[src/rtl/if_fetch_pkg.sv]
// rtl/if_fetch_pkg.sv - shared state encodings and constants for the instruction-fetch stage
package if_fetch_pkg;

   typedef enum logic [2:0] {
      IF_F0  = 3'd0,
      IF_F1  = 3'd1,
      IF_F2  = 3'd2,
      IF_F3  = 3'd3,
      IF_WT  = 3'd4,
      IF_RDY = 3'd5
   } if_state_e;

   localparam logic [31:0] ZERO_WORD = 32'h0000_0000;
   localparam logic [31:0] NOP_INST  = 32'h0000_0000;
   localparam logic        ENABLE    = 1'b1;
   localparam logic        DISABLE   = 1'b0;

   function automatic logic is_issue_state(input if_state_e s);
      return (s == IF_F0) || (s == IF_F1) || (s == IF_F2) || (s == IF_F3);
   endfunction

endpackage

[src/rtl/if_fetch_byte_assembler.sv]
// rtl/if_fetch_byte_assembler.sv - collects fetched bytes into a little-endian instruction word
module if_fetch_byte_assembler (
   input  logic        clk,
   input  logic        rst,
   input  logic        flush,
   input  logic        req,
   input  logic [1:0]  req_idx,
   input  logic [7:0]  din,
   output logic [31:0] word
);

   logic        pending;
   logic [1:0]  idx;
   logic [31:0] buf_q;

   always_ff @(posedge clk) begin
      if (rst) begin
         pending <= 1'b0;
         idx     <= 2'd0;
         buf_q   <= 32'h0;
      end else begin
         pending <= req;
         idx     <= req_idx;
         if (pending && !flush)
            buf_q[{idx, 3'b000} +: 8] <= din;
      end
   end

   // Byte 3 arrives in the same cycle the word is handed over, so bypass it in.
   always_comb begin
      word = buf_q;
      if (pending)
         word[{idx, 3'b000} +: 8] = din;
   end

endmodule

[src/rtl/if_fetch.sv]
// rtl/if_fetch.sv - IF stage: byte-serial instruction fetch feeding the IF/ID register
module if_fetch
   import if_fetch_pkg::*;
#(
   parameter logic [31:0] RESET_PC = 32'h0000_0000
) (
   input  logic        clk,
   input  logic        rst,
   input  logic        stall_i,
   input  logic        jump_i,
   input  logic [31:0] jaddr_i,
   input  logic        mem_hold_i,
   input  logic [7:0]  mem_din_i,
   output logic [31:0] mem_a_o,
   output logic        mem_re_o,
   output logic [31:0] inst_o,
   output logic [31:0] pc_o,
   output logic        inst_valid_o
);

   if_state_e   state_q, state_d;
   logic [31:0] pc_q, pc_d;
   logic [31:0] inst_d, pc_out_d;
   logic        valid_d;
   logic [31:0] word;
   logic [1:0]  k;
   logic        deliver;

   if_fetch_byte_assembler u_asm (
      .clk     (clk),
      .rst     (rst),
      .flush   (jump_i),
      .req     (mem_re_o),
      .req_idx (k),
      .din     (mem_din_i),
      .word    (word)
   );

   always_ff @(posedge clk) begin
      if (rst) begin
         state_q      <= IF_F0;
         pc_q         <= RESET_PC;
         inst_o       <= ZERO_WORD;
         pc_o         <= ZERO_WORD;
         inst_valid_o <= DISABLE;
      end else begin
         state_q      <= state_d;
         pc_q         <= pc_d;
         inst_o       <= inst_d;
         pc_o         <= pc_out_d;
         inst_valid_o <= valid_d;
      end
   end

   always_comb begin
      state_d  = state_q;
      pc_d     = pc_q;
      inst_d   = inst_o;
      pc_out_d = pc_o;
      valid_d  = inst_valid_o;
      k        = state_q[1:0];
      mem_re_o = is_issue_state(state_q) && !mem_hold_i && !jump_i && !rst;
      mem_a_o  = rst ? ZERO_WORD : pc_q + {30'd0, k};
      deliver  = ((state_q == IF_WT) || (state_q == IF_RDY)) && !stall_i && !jump_i;

      if (jump_i) begin
         // Redirect flushes IF/ID even while ID is stalled.
         pc_d    = jaddr_i;
         state_d = IF_F0;
         inst_d  = NOP_INST;
         valid_d = DISABLE;
      end else if (deliver) begin
         inst_d   = word;
         pc_out_d = pc_q;
         valid_d  = ENABLE;
         pc_d     = pc_q + 32'd4;
         state_d  = IF_F0;
      end else begin
         if (!stall_i) begin
            inst_d  = NOP_INST;
            valid_d = DISABLE;
         end
         if (state_q == IF_WT)
            state_d = IF_RDY;
         else if (mem_re_o)
            state_d = if_state_e'(state_q + 3'd1);
      end
   end

endmodule

[config.mk]
export PLATFORM = sky130hd
export DESIGN_NAME = if_fetch
export DESIGN_NICKNAME = d
export VERILOG_FILES = /design/src/rtl/if_fetch_pkg.sv /design/src/rtl/if_fetch_byte_assembler.sv /design/src/rtl/if_fetch.sv
export SDC_FILE = /design/constraint.sdc
export NUM_CORES = 1
export LEC_CHECK = 0
export CORE_UTILIZATION = 41
export DETAILED_ROUTE_END_ITERATION = 6
export MAX_ROUTING_LAYER = met4
export PLACE_DENSITY = 0.72
export SLEW_MARGIN = 5
export SYNTH_ARGS = -nofsm -noshare
export SYNTH_HDL_FRONTEND = slang
export SYNTH_SLANG_ARGS = --single-unit
[constraint.sdc]
create_clock -name clk -period 3.8 [get_ports clk]
set_input_delay 0.38 -clock clk [delete_from_list [all_inputs] [get_ports clk]]
set_output_delay 0.38 -clock clk [all_outputs]
set_load 0.02 [all_outputs]
==> summary.md, run 1 <==
| Metric | Value |
|---|---|
| Routed Antenna Nets | `0` |
| Clk_skew | `10.6 ps` |
| Initial Utilization | `0.420` |
| FF-to-FF Start | `state_q[1]$_SDFFE_PP0P_` |
| Clock transition at the registers of the reported paths | `60 ps` |
| CTS hold repair buffers | `0` |
| Synthesized Nets | `942` |
| Crit path kind | `reg -> out` |
| Via count | `6253` |
| # fillers | `1532` |
| Hold_ws | `453 ps` |
| Post-Route Setup TNS | `0 ps` |
| Root Buffer | `clkbuf_16` |
| Slew HR | `0.263` |
| Final instance area | `8740 µm²` |
| Worst-Margin Slew | `1100 ps` |
| Post-route clock period utilization | `0.932` |
| Postcts setup bufs | `0` |
| Clock buffer count from CTS | `17` |
| CTS tree | `yes` |
| Register area share after synthesis | `0.405` |
| Synth Flop Type | `dfxtp_1` |
| Area growth, synth to finish | `30.9%` |
| Die width | `130 µm` |
| WL/cell | `15.1 µm` |
| Clk_lat worst skew | `430 ps` |
| Placed cell areas | `8130 µm²` |
| Worst Hold Endpoint | `u_asm.buf_q[16]$_SDFFE_PP0P_` |
| CTS max path bufs | `2` |
| Share of layout cells above drive strength 1 | `0.0636` |
| Die ar. | `16800 µm²` |
| Drt first pass iters | `5` |
| GRT Residual Overflow | `0` |
| DRT iter0 DRCs | `500` |
| Startpoint types | `flip-flop` |
| Worst reg-to-reg path cell count | `7` |
| Commonest cells after routing, fill and taps aside | `195 x nand2_1, 141 x clkdlybuf4s50_1, 135 x dfxtp_1` |
| Resize count post-CTS | `0` |
| Site Rows | `46` |
| Pwr Density | `391 nW/µm²` |
| Min-delay worst type | `reg -> reg` |
| Routability Congestion | `0.836` |
| Commonest non-fill, non-tap cell in the layout | `nand2_1` |
| Yosys reg bits | `135` |
| Worst path cell trace | `ha_1 -> fa_1 -> inv_1 -> nand4bb_2 -> or3_1 -> a21oi_1 -> clkdlybuf4s50_1` |
| H-tree Lvls | `4` |
| Status | `finished, final reports clean` |
| Largest net degree at the start of global routing | `60` |
| Final Max Slew Viols | `0` |
| Finish-stage setup viols | `0` |
| Hpwl dp | `12.2 mm` |
| Fin. Hold Viols | `0` |
| Io pins | `143` |
| Core box area | `15900 µm²` |
| Worst VDD drop | `0.339 mV` |
| Final WL | `18.2 mm` |
| Vias in the first global route | `5718` |
| Cell Area, Synth | `6680 µm²` |
| Synthesis Warnings | `0` |
| Distinct cells, synth | `50` |
| Fmax achieved | `282 MHz` |
| Worst path arrival time | `3160 ps` |
| Syn Area/Cell | `7.56 µm²` |
| Initial antenna violation count | `1` |
| CP Data Required Time | `3420 ps` |
| Largest fanout on the critical path | `12` |
| Hold Crit Depth | `2` |
| Vias/cell | `5.18` |
| Post-Synthesis Cells | `883` |
| EDFF count, synth | `0` |
| Hold path start | `u_asm.buf_q[16]$_SDFFE_PP0P_` |
| Post-layout util | `0.550` |
| FF-to-FF setup slack | `1260 ps` |
| Die height | `130 µm` |
| Slowest-stage cell, CP | `clkdlybuf4s50_1` |
| Clock sinks | `135` |
| Crit end category | `output pin` |
| First-pass GRT wire length | `29.3 mm` |
| Leakage | `2.79 nW` |
| MaxCap Viol Count | `0` |
| Port Buf Inserts | `142` |
| R2r endpoint | `pc_o[11]$_SDFFE_PP0P_` |
| Total GRT Usage | `0.231` |
| Async set or reset register ratio after synthesis | `0` |
| Crit-path max cell delay | `620 ps` |
| # DRC | `0` |
| Min cycle time layout | `3540 ps` |
| RSZ-0062 raised after global routing | `false` |
| Nets | `1036` |
[how the worst max path moves through the flow]
stage | start | to | slack [ps] | depth (start not counted)
final | state_q[0]$_SDFFE_PP0P_ | mem_a_o[18] | 260 | 7
after global routing | state_q[0]$_SDFFE_PP0P_ | mem_a_o[18] | 60 | 7
after CTS | state_q[0]$_SDFFE_PP0P_ | mem_a_o[16] | 60 | 7
after detailed placement | state_q[0]$_SDFFE_PP0P_ | mem_a_o[16] | 530 | 7
after global placement | state_q[0]$_SDFFE_PP0P_ | mem_a_o[16] | 590 | 7
after floorplan | state_q[0]$_SDFFE_PP0P_ | mem_a_o[20] | 1300 | 8
[synth_stat cells (2+ instances only)]
| cell | n | share of area |
|---|---|---|
| buf_4 | 3 | 0.0034 |
| nor4_1 | 8 | 0.0075 |
| inv_1 | 9 | 0.0051 |
| a311oi_1 | 6 | 0.0079 |
| buf_1 | 4 | 0.0022 |
| a22oi_1 | 32 | 0.036 |
| a211oi_1 | 17 | 0.019 |
| nor2_1 | 89 | 0.050 |
| and4_1 | 5 | 0.0066 |
| clkbuf_2 | 6 | 0.0045 |
| and3_1 | 3 | 0.0028 |
| buf_6 | 2 | 0.0034 |
| nor3_1 | 14 | 0.010 |
| nor3b_1 | 4 | 0.0045 |
| xor2_1 | 10 | 0.013 |
| and2_1 | 6 | 0.0056 |
| clkbuf_1 | 56 | 0.031 |
| nand3_1 | 40 | 0.030 |
| or3_1 | 13 | 0.012 |
| o21ai_0 | 44 | 0.033 |
| a21oi_1 | 77 | 0.058 |
| nand4_1 | 10 | 0.0094 |
| nand2_1 | 195 | 0.11 |
| buf_2 | 9 | 0.0067 |
| or2_2 | 2 | 0.0019 |
| mux2i_1 | 3 | 0.0045 |
| nor2b_1 | 5 | 0.0047 |
| nor4_2 | 2 | 0.0037 |
| dfxtp_1 | 135 | 0.40 |
| ha_1 | 13 | 0.024 |
| nor3_2 | 5 | 0.0075 |
| xnor2_1 | 38 | 0.050 |
[per-layer routing]
metal,vias up,global-route usage,share of wire
li1,3182,-,-
met3,31,0.0487,0.052
met4,0,0.0910,0.024
met1,2858,0.300,0.47
met2,182,0.351,0.45
met5,-,-,0
[worst max-delay path, delay by kind of cell (launching register included)]
family | cells | cell delay (ps)
and+or+nand+nor | 2 | 910
buffers and inverters | 2 | 690
adders and majority gates | 2 | 570
DFF | 1 | 420
AOI/OAI and AO/OA | 1 | 150
[power by group]
group	leakage [nW]	internal, mW	switching [mW]
sequential	1.10	1.44	0.0465
clock	0.285	1.03	0.646
combinational	1.41	0.117	0.136
[sequential cells by signal, summed over array words and instances, names as in the netlist]
signal         flops
u_asm.pending      1
inst_valid_o       1
state_q            3
u_asm.idx          2
inst_o            32
u_asm.buf_q       32
pc_q              32
pc_o              32
[cells by family after synthesis]
family | synth area share
simple gates | 0.278
compound gates | 0.163
flops | 0.405
buf+inv | 0.0573
xor+xnor | 0.0630
fa+ha+maj | 0.0274
mux | 0.00618
[per-stage QoR]
stage	instances	power, mW	worst slack, ps
after floorplan	883	1.66	1300
after global placement	1174	1.77	594
after detailed placement	1174	1.77	534
after CTS	1206	3.45	57.1
after global routing	1207	3.52	64.5
final	1207	3.42	258
[area by class of cell]
class | instances | area [µm²] | area share
inverter | 10 | 37.5 | 0.00430
clock buffer | 17 | 425 | 0.0487
multi-input combinational | 658 | 3600 | 0.412
tap | 216 | 270 | 0.0309
antenna | 1 | 2.50 | 0.000286
sequential | 135 | 2700 | 0.309
clock inverter | 15 | 179 | 0.0205
timing repair buffer | 155 | 1520 | 0.174
Note: power is estimated with default switching activity, not from simulation.
==> inputs of run 2 (changes only) <==
clock period = 3.6 ns   (was 3.8 ns; I/O delays follow)
==> run 2 against run 1 <==
Non-clock buffer count unchanged. Combinational power is 6% higher. First-iteration DRC count down 5.2%. Register-to-register slack worse by 220 ps. Worst setup slack worse by 64 ps. Total power rose by 1.1%. Cell area is 0.24% lower. Core utilization is 0.13 points lower. Clock skew is 2.5 ps lower. Critical endpoint is now mem_a_o[31]. Die area did not move. Wire length fell by 1.4%.
==> summary.md, run 2 (synthesis results as in run 1) <==
| Metric | Value |
|---|---|
| Drt first pass iters | `5` |
| Crit path kind | `reg -> out` |
| CP Data Required Time | `3240 ps` |
| Fmax achieved | `294 MHz` |
| Post-route clock period utilization | `0.946` |
| Io pins | `143` |
| Hpwl dp | `11.8 mm` |
| MaxCap Viol Count | `0` |
| Area growth, synth to finish | `30.5%` |
| Pwr Density | `396 nW/µm²` |
| DRT iter0 DRCs | `474` |
| Share of layout cells above drive strength 1 | `0.0626` |
| Diodes inserted | `0` |
| Clock buffer count from CTS | `17` |
| Clock group share of total power | `0.468` |
| Initial antenna violation count | `0` |
| Min cycle time layout | `3410 ps` |
| Post-layout util | `0.549` |
| Clk_lat worst skew | `420 ps` |
| Die ar. | `16800 µm²` |
| # DRC | `0` |
| Crit end category | `output pin` |
| Total GRT Usage | `0.230` |
| CTS max path bufs | `2` |
| Fin. Hold Viols | `0` |
| Vias in the first global route | `5572` |
| Switching power | `849 µW` |
| Clk_skew | `8.04 ps` |
| Startpoint types | `flip-flop` |
| Via count | `6358` |
| Min-delay worst type | `reg -> reg` |
| Setup crit end | `mem_a_o[31]` |
| Register Area | `2700 µm²` |
| Sw frac | `0.246` |
| CTS tree | `yes` |
| First-pass GRT wire length | `29.0 mm` |
| Leakage | `2.79 nW` |
| Nets | `1036` |
| Combinational power share | `0.078` |
| Largest fanout on the critical path | `16` |
| Die width | `130 µm` |
| Worst-Margin Slew | `690 ps` |
| Clock transition at the registers of the reported paths | `60 ps` |
| Final WL | `17.9 mm` |
| Vias/cell | `5.27` |
| R2r endpoint | `pc_q[30]$_SDFFE_PP0N_` |
| RSZ-0062 raised after global routing | `false` |
| P_int | `2.61 mW` |
| Final Max Slew Viols | `0` |
| Commonest non-fill, non-tap cell in the layout | `nand2_1` |
| Multi-input gate area | `3610 µm²` |
| Worst reg-to-reg path cell count | `6` |
| Worst path arrival time | `3050 ps` |
| Clock sinks | `135` |
| CTS hold repair buffers | `0` |
| Die height | `130 µm` |
| Initial Utilization | `0.420` |
| Status | `finished, final reports clean` |
| CP Launch Point | `state_q[1]$_SDFFE_PP0P_` |
| Site Rows | `46` |
| Root Buffer | `clkbuf_16` |
| # fillers | `1522` |
| Post-Route Setup TNS | `0 ps` |
| GRT Residual Overflow | `0` |
| Commonest cells after routing, fill and taps aside | `195 x nand2_1, 141 x clkdlybuf4s50_1, 135 x dfxtp_1` |
| Reg power frac | `0.454` |
| FF-to-FF Start | `pc_q[2]$_SDFFE_PP0N_` |
| Port Buf Inserts | `142` |
| Slew HR | `0.539` |
| Worst VDD drop | `0.338 mV` |
| FF-to-FF setup slack | `1040 ps` |
| H-tree Lvls | `4` |
| Largest net degree at the start of global routing | `131` |
| Finish-stage setup viols | `0` |
| WL/cell | `14.9 µm` |
| Core box area | `15900 µm²` |
| Routed Antenna Nets | `0` |
| Routability Congestion | `0.819` |
==> run 2: cell types whose count changed in the layout (fill, tap and decap cells not counted) <==
cell / change
clkinv_4: -4
clkinv_2: +3
buf_12: +2
buf_4: -2
bufinv_16: -2
clkbuf_1: +1
clkbuf_8: +1
clkinvlp_4: +1
diode_2: -1
nand4bb_2: -1
nand4bb_4: +1
==> run 2: cell type report <==
type                       instances  share of cell area
tap                              216              0.0310
timing repair buffer             155               0.177
sequential                       135               0.310
multi-input combinational        658               0.415
inverter                          10             0.00431
clock buffer                      19              0.0508
clock inverter                    13              0.0122
==> run 2: worst min path at each step <==
stage | startpoint | end | cells after the start
2_1_floorplan | u_asm.buf_q[0]$_SDFFE_PP0P_ | u_asm.buf_q[0]$_SDFFE_PP0P_ | 2
3_3_place_gp | pc_o[31]$_SDFFE_PP0P_ | pc_o[31]$_SDFFE_PP0P_ | 2
3_5_place_dp | u_asm.buf_q[7]$_SDFFE_PP0P_ | u_asm.buf_q[7]$_SDFFE_PP0P_ | 2
4_1_cts | u_asm.buf_q[7]$_SDFFE_PP0P_ | u_asm.buf_q[7]$_SDFFE_PP0P_ | 2
5_1_grt | u_asm.buf_q[6]$_SDFFE_PP0P_ | u_asm.buf_q[6]$_SDFFE_PP0P_ | 2
6_report | pc_o[31]$_SDFFE_PP0P_ | pc_o[31]$_SDFFE_PP0P_ | 2
==> run 2: stage by stage <==
step	cell area, µm²	hold slack, ps	instances	setup WS [ps]	power, mW
final	8720	451	1206	193	3.46
after global routing	8720	468	1206	13.0	3.59
after CTS	8700	454	1206	61.3	3.48
after detailed placement	8150	447	1174	356	1.87
after global placement	8150	442	1174	425	1.87
after floorplan	6680	437	883	1120	1.75
==> run 2: power by group through the flow <==
stage / sequential [mW] / combinational (mW) / clock [mW]
detailed placement: 1.60 / 0.268 / 0
floorplan: 1.57 / 0.173 / 0
global placement: 1.60 / 0.267 / 0
global route: 1.57 / 0.294 / 1.72
CTS: 1.57 / 0.270 / 1.64
finish: 1.57 / 0.270 / 1.62
==> run 2: what timing repair did <==
item,CTS,global route
endpoints found under the setup margin,4,8
setup buffers,0,0
resized for setup,1,1
==> run 2: worst max-delay path, stage by stage (launching register included) <==
cell	delay, ps
dfxtp_1	370
ha_1	300
a21oi_1	100
or3_1	590
nor4_1	410
xnor2_1	120
nor2_1	100
clkdlybuf4s50_1	620
==> run 2: layer usage <==
metal | track usage | vias to the layer above | wire, µm
met3 | 0.0500 | 20 | 1310
met2 | 0.342 | 253 | 8210
met4 | 0.0834 | 0 | 320
met1 | 0.305 | 2885 | 8100
met5 | - | - | 0
li1 | - | 3200 | -
==> inputs of run 3 (changes only) <==
HOLD_SLACK_MARGIN = 0.06   (was unset)
PLACE_DENSITY = 0.71   (was 0.72)
SYNTH_HIERARCHICAL = 1   (was unset)
==> run 3 against run 2 <==
Core utilization fell by 0.61 points. Sequential share of layout area fell by 1.2 points. Wire length rose by 15%. Sequential power barely moved. Maximum frequency fell by 2.4%. Synthesized area rose by 6.7%. Global-route usage rose by 0.77 points. Non-clock buffer count rose by 2. Critical path depth fell by 2. Largest cell class unchanged.
==> summary.md, run 3 <==
| Metric | Value |
|---|---|
| H-tree Lvls | `4` |
| First-pass GRT wire length | `33.0 mm` |
| Multi-input gate area | `3920 µm²` |
| Sw frac | `0.245` |
| Met3 usage | `0.0454` |
| Most numerous cell in the Yosys netlist | `nand2_1` |
| Synth Area in Adders | `0.0256` |
| Register Area | `2710 µm²` |
| EDFF count, synth | `0` |
| Commonest cells after routing, fill and taps aside | `140 x nand2_1, 135 x clkdlybuf4s50_1, 127 x dfxtp_1` |
| RSZ-0062 raised after global routing | `false` |
| Crit path kind | `reg -> out` |
| Startpoint types | `flip-flop` |
| Crit end category | `output pin` |
| Total GRT Usage | `0.238` |
| Share of the synthesized area in the top cell type | `0.379` |
| Min cycle time layout | `3490 ps` |
| CTS tree | `yes` |
| Area growth, synth to finish | `27.7%` |
| Die height | `134 µm` |
| Leakage | `2.85 nW` |
| Post-synthesis mux area share | `0.00281` |
| Worst path arrival time | `3130 ps` |
| Drt first pass iters | `5` |
| Switching power | `900 µW` |
| Largest fanout on the critical path | `11` |
| Hold_ws | `388 ps` |
| Combinational power share | `0.078` |
| Post-Route Setup TNS | `0 ps` |
| Vias/cell | `5.73` |
| Io pins | `143` |
| Syn Area/Cell | `7.91 µm²` |
| Clock transition at the registers of the reported paths | `60 ps` |
| Root Buffer | `clkbuf_16` |
| Clk_lat worst skew | `420 ps` |
| Slew HR | `0.418` |
| # fillers | `1600` |
| Post-synthesis simple-gate area fraction | `0.271` |
| GRT Residual Overflow | `0` |
| Via count | `7026` |
| Met2 usage | `0.380` |
| MaxCap Viol Count | `0` |
| Worst VDD drop | `0.301 mV` |
| Post-Synthesis Cells | `901` |
| Status | `finished, final reports clean` |
| FF-to-FF setup slack | `890 ps` |
| Reg power frac | `0.429` |
| Register area share after synthesis | `0.379` |
| DRT iter0 DRCs | `495` |
| Clock group share of total power | `0.493` |
| CTS hold repair buffers | `0` |
| Synthesized Nets | `960` |
| Pre-CTS WS | `285 ps` |
| Vias in the first global route | `6380` |
| Fin. Hold Viols | `0` |
| Die ar. | `17900 µm²` |
| Hpwl dp | `14.0 mm` |
| Initial antenna violation count | `1` |
| Synth Flop Type | `dfxtp_1` |
| Finish-stage setup viols | `0` |
| Core box area | `16800 µm²` |
| Clock buffer count from CTS | `17` |
| Share of layout cells above drive strength 1 | `0.0826` |
| Initial Utilization | `0.425` |
| XOR/XNOR Fraction of Synth Area | `0.0209` |
| Synthesis Warnings | `6` |
| Clock sinks | `135` |
| WL/cell | `16.8 µm` |
| Async set or reset register ratio after synthesis | `0` |
| Final WL | `20.7 mm` |
| Clk_skew | `11.2 ps` |
| Final Max Slew Viols | `0` |
| P_int | `2.77 mW` |
| Routing usage on met1 | `0.298` |
| Most Crowded Layer GR | `met2` |
| # DRC | `0` |
| Routed Antenna Nets | `0` |
| Site Rows | `47` |
| Largest net degree at the start of global routing | `79` |
| Commonest non-fill, non-tap cell in the layout | `nand2_1` |
| Worst-Margin Slew | `869 ps` |
| Post-layout util | `0.543` |
| Min-delay worst type | `in -> reg` |
| Post-route clock period utilization | `0.969` |
| Area leader, netlist | `dfxtp_1` |
| CP Data Required Time | `3240 ps` |
| Largest family of logic cells by synthesized area | `simple AND/OR/NAND/NOR gates` |
| Fin worst setup slack | `111 ps` |
| Synth area leaders | `dfxtp_1 38%, nand2_1 7.4%, a21oi_1 6.3%, o21ai_0 4.7%, nor2_1 4.0%` |
| Pwr Density | `403 nW/µm²` |
| Die width | `134 µm` |
| Distinct cells, synth | `65` |
| Synth Area in Compound Gates | `0.226` |
| Port Buf Inserts | `142` |
| Commonest cells post-synth | `140 x nand2_1, 135 x dfxtp_1, 90 x a21oi_1` |
| Routability Congestion | `0.837` |
| Yosys reg bits | `135` |
| CTS max path bufs | `2` |
| Fmax achieved | `287 MHz` |
| Cell Area, Synth | `7120 µm²` |
| Nets | `1051` |
[run 3: changes by cell type after synthesis, sizes merged, moves of 13 or more]
cell   delta
o31ai    +21
nand2    -54
a21oi    +13
or4      +27
o21ai    +29
xnor2    -29
nor2     -13
[run 3: path summary, 6_finish.rpt]
check                                     end                   startpoint  depth (start not counted)
setup / recovery                  mem_a_o[29]         pc_q[3]$_SDFFE_PP0N_                          5
hold reg to reg   u_asm/buf_q[8]$_SDFFE_PP0P_  u_asm/buf_q[8]$_SDFFE_PP0P_                          2
setup reg to reg        pc_q[28]$_SDFFE_PP0N_      state_q[1]$_SDFFE_PP0P_                          6
hold / removal       u_asm/pending$_SDFF_PP0_                       jump_i                          4
[run 3: power by group through the flow]
stage | Clock [mW] | Sequential, mW | Combinational (mW)
after floorplan | 0 | 1.58 | 0.192
after global placement | 0 | 1.60 | 0.286
after detailed placement | 0 | 1.60 | 0.286
after CTS | 1.84 | 1.57 | 0.286
after global routing | 1.91 | 1.58 | 0.309
final | 1.81 | 1.57 | 0.286
[run 3: cells by family after synthesis]
family	after synthesis
mux	2
flops	135
xor+xnor	17
compound gates	262
fa+ha+maj	14
buf+inv	95
simple gates	376
[run 3: timing repair]
action	4_1_cts	5_1_grt
pin swaps	0	0
buffers inserted	1	0
endpoints found under the setup margin	6	8
gates resized for setup	5	13
[run 3: layout make-up]
cell class                 count  share of cell area
inverter                      10             0.00413
clock inverter                12              0.0179
multi-input combinational    671               0.431
clock buffer                  20              0.0491
sequential                   135               0.298
antenna                        1            0.000275
tap                          220              0.0303
timing repair buffer         157               0.169
[run 3: routing by layer]
| layer | vias to the layer above | wire (µm) |
|---|---|---|
| met2 | 262 | 10000 |
| met5 | - | 0 |
| met1 | 3301 | 9030 |
| met4 | 0 | 369 |
| met3 | 24 | 1260 |
| li1 | 3439 | - |
[run 3: worst max-delay path, stage by stage, from the launching register on]
cell and delay (ps):
dfxtp_1 480, nand3_2 180, or4_4 590, or4_2 620, a21oi_1 210, clkdlybuf4s50_1 630
[run 3: stage by stage]
step	std cells	total power [mW]	area, µm²
after floorplan	901	1.77	7120
after global placement	1192	1.89	8440
after detailed placement	1192	1.89	8440
after CTS	1225	3.70	9060
after global routing	1226	3.80	9090
final	1226	3.67	9090
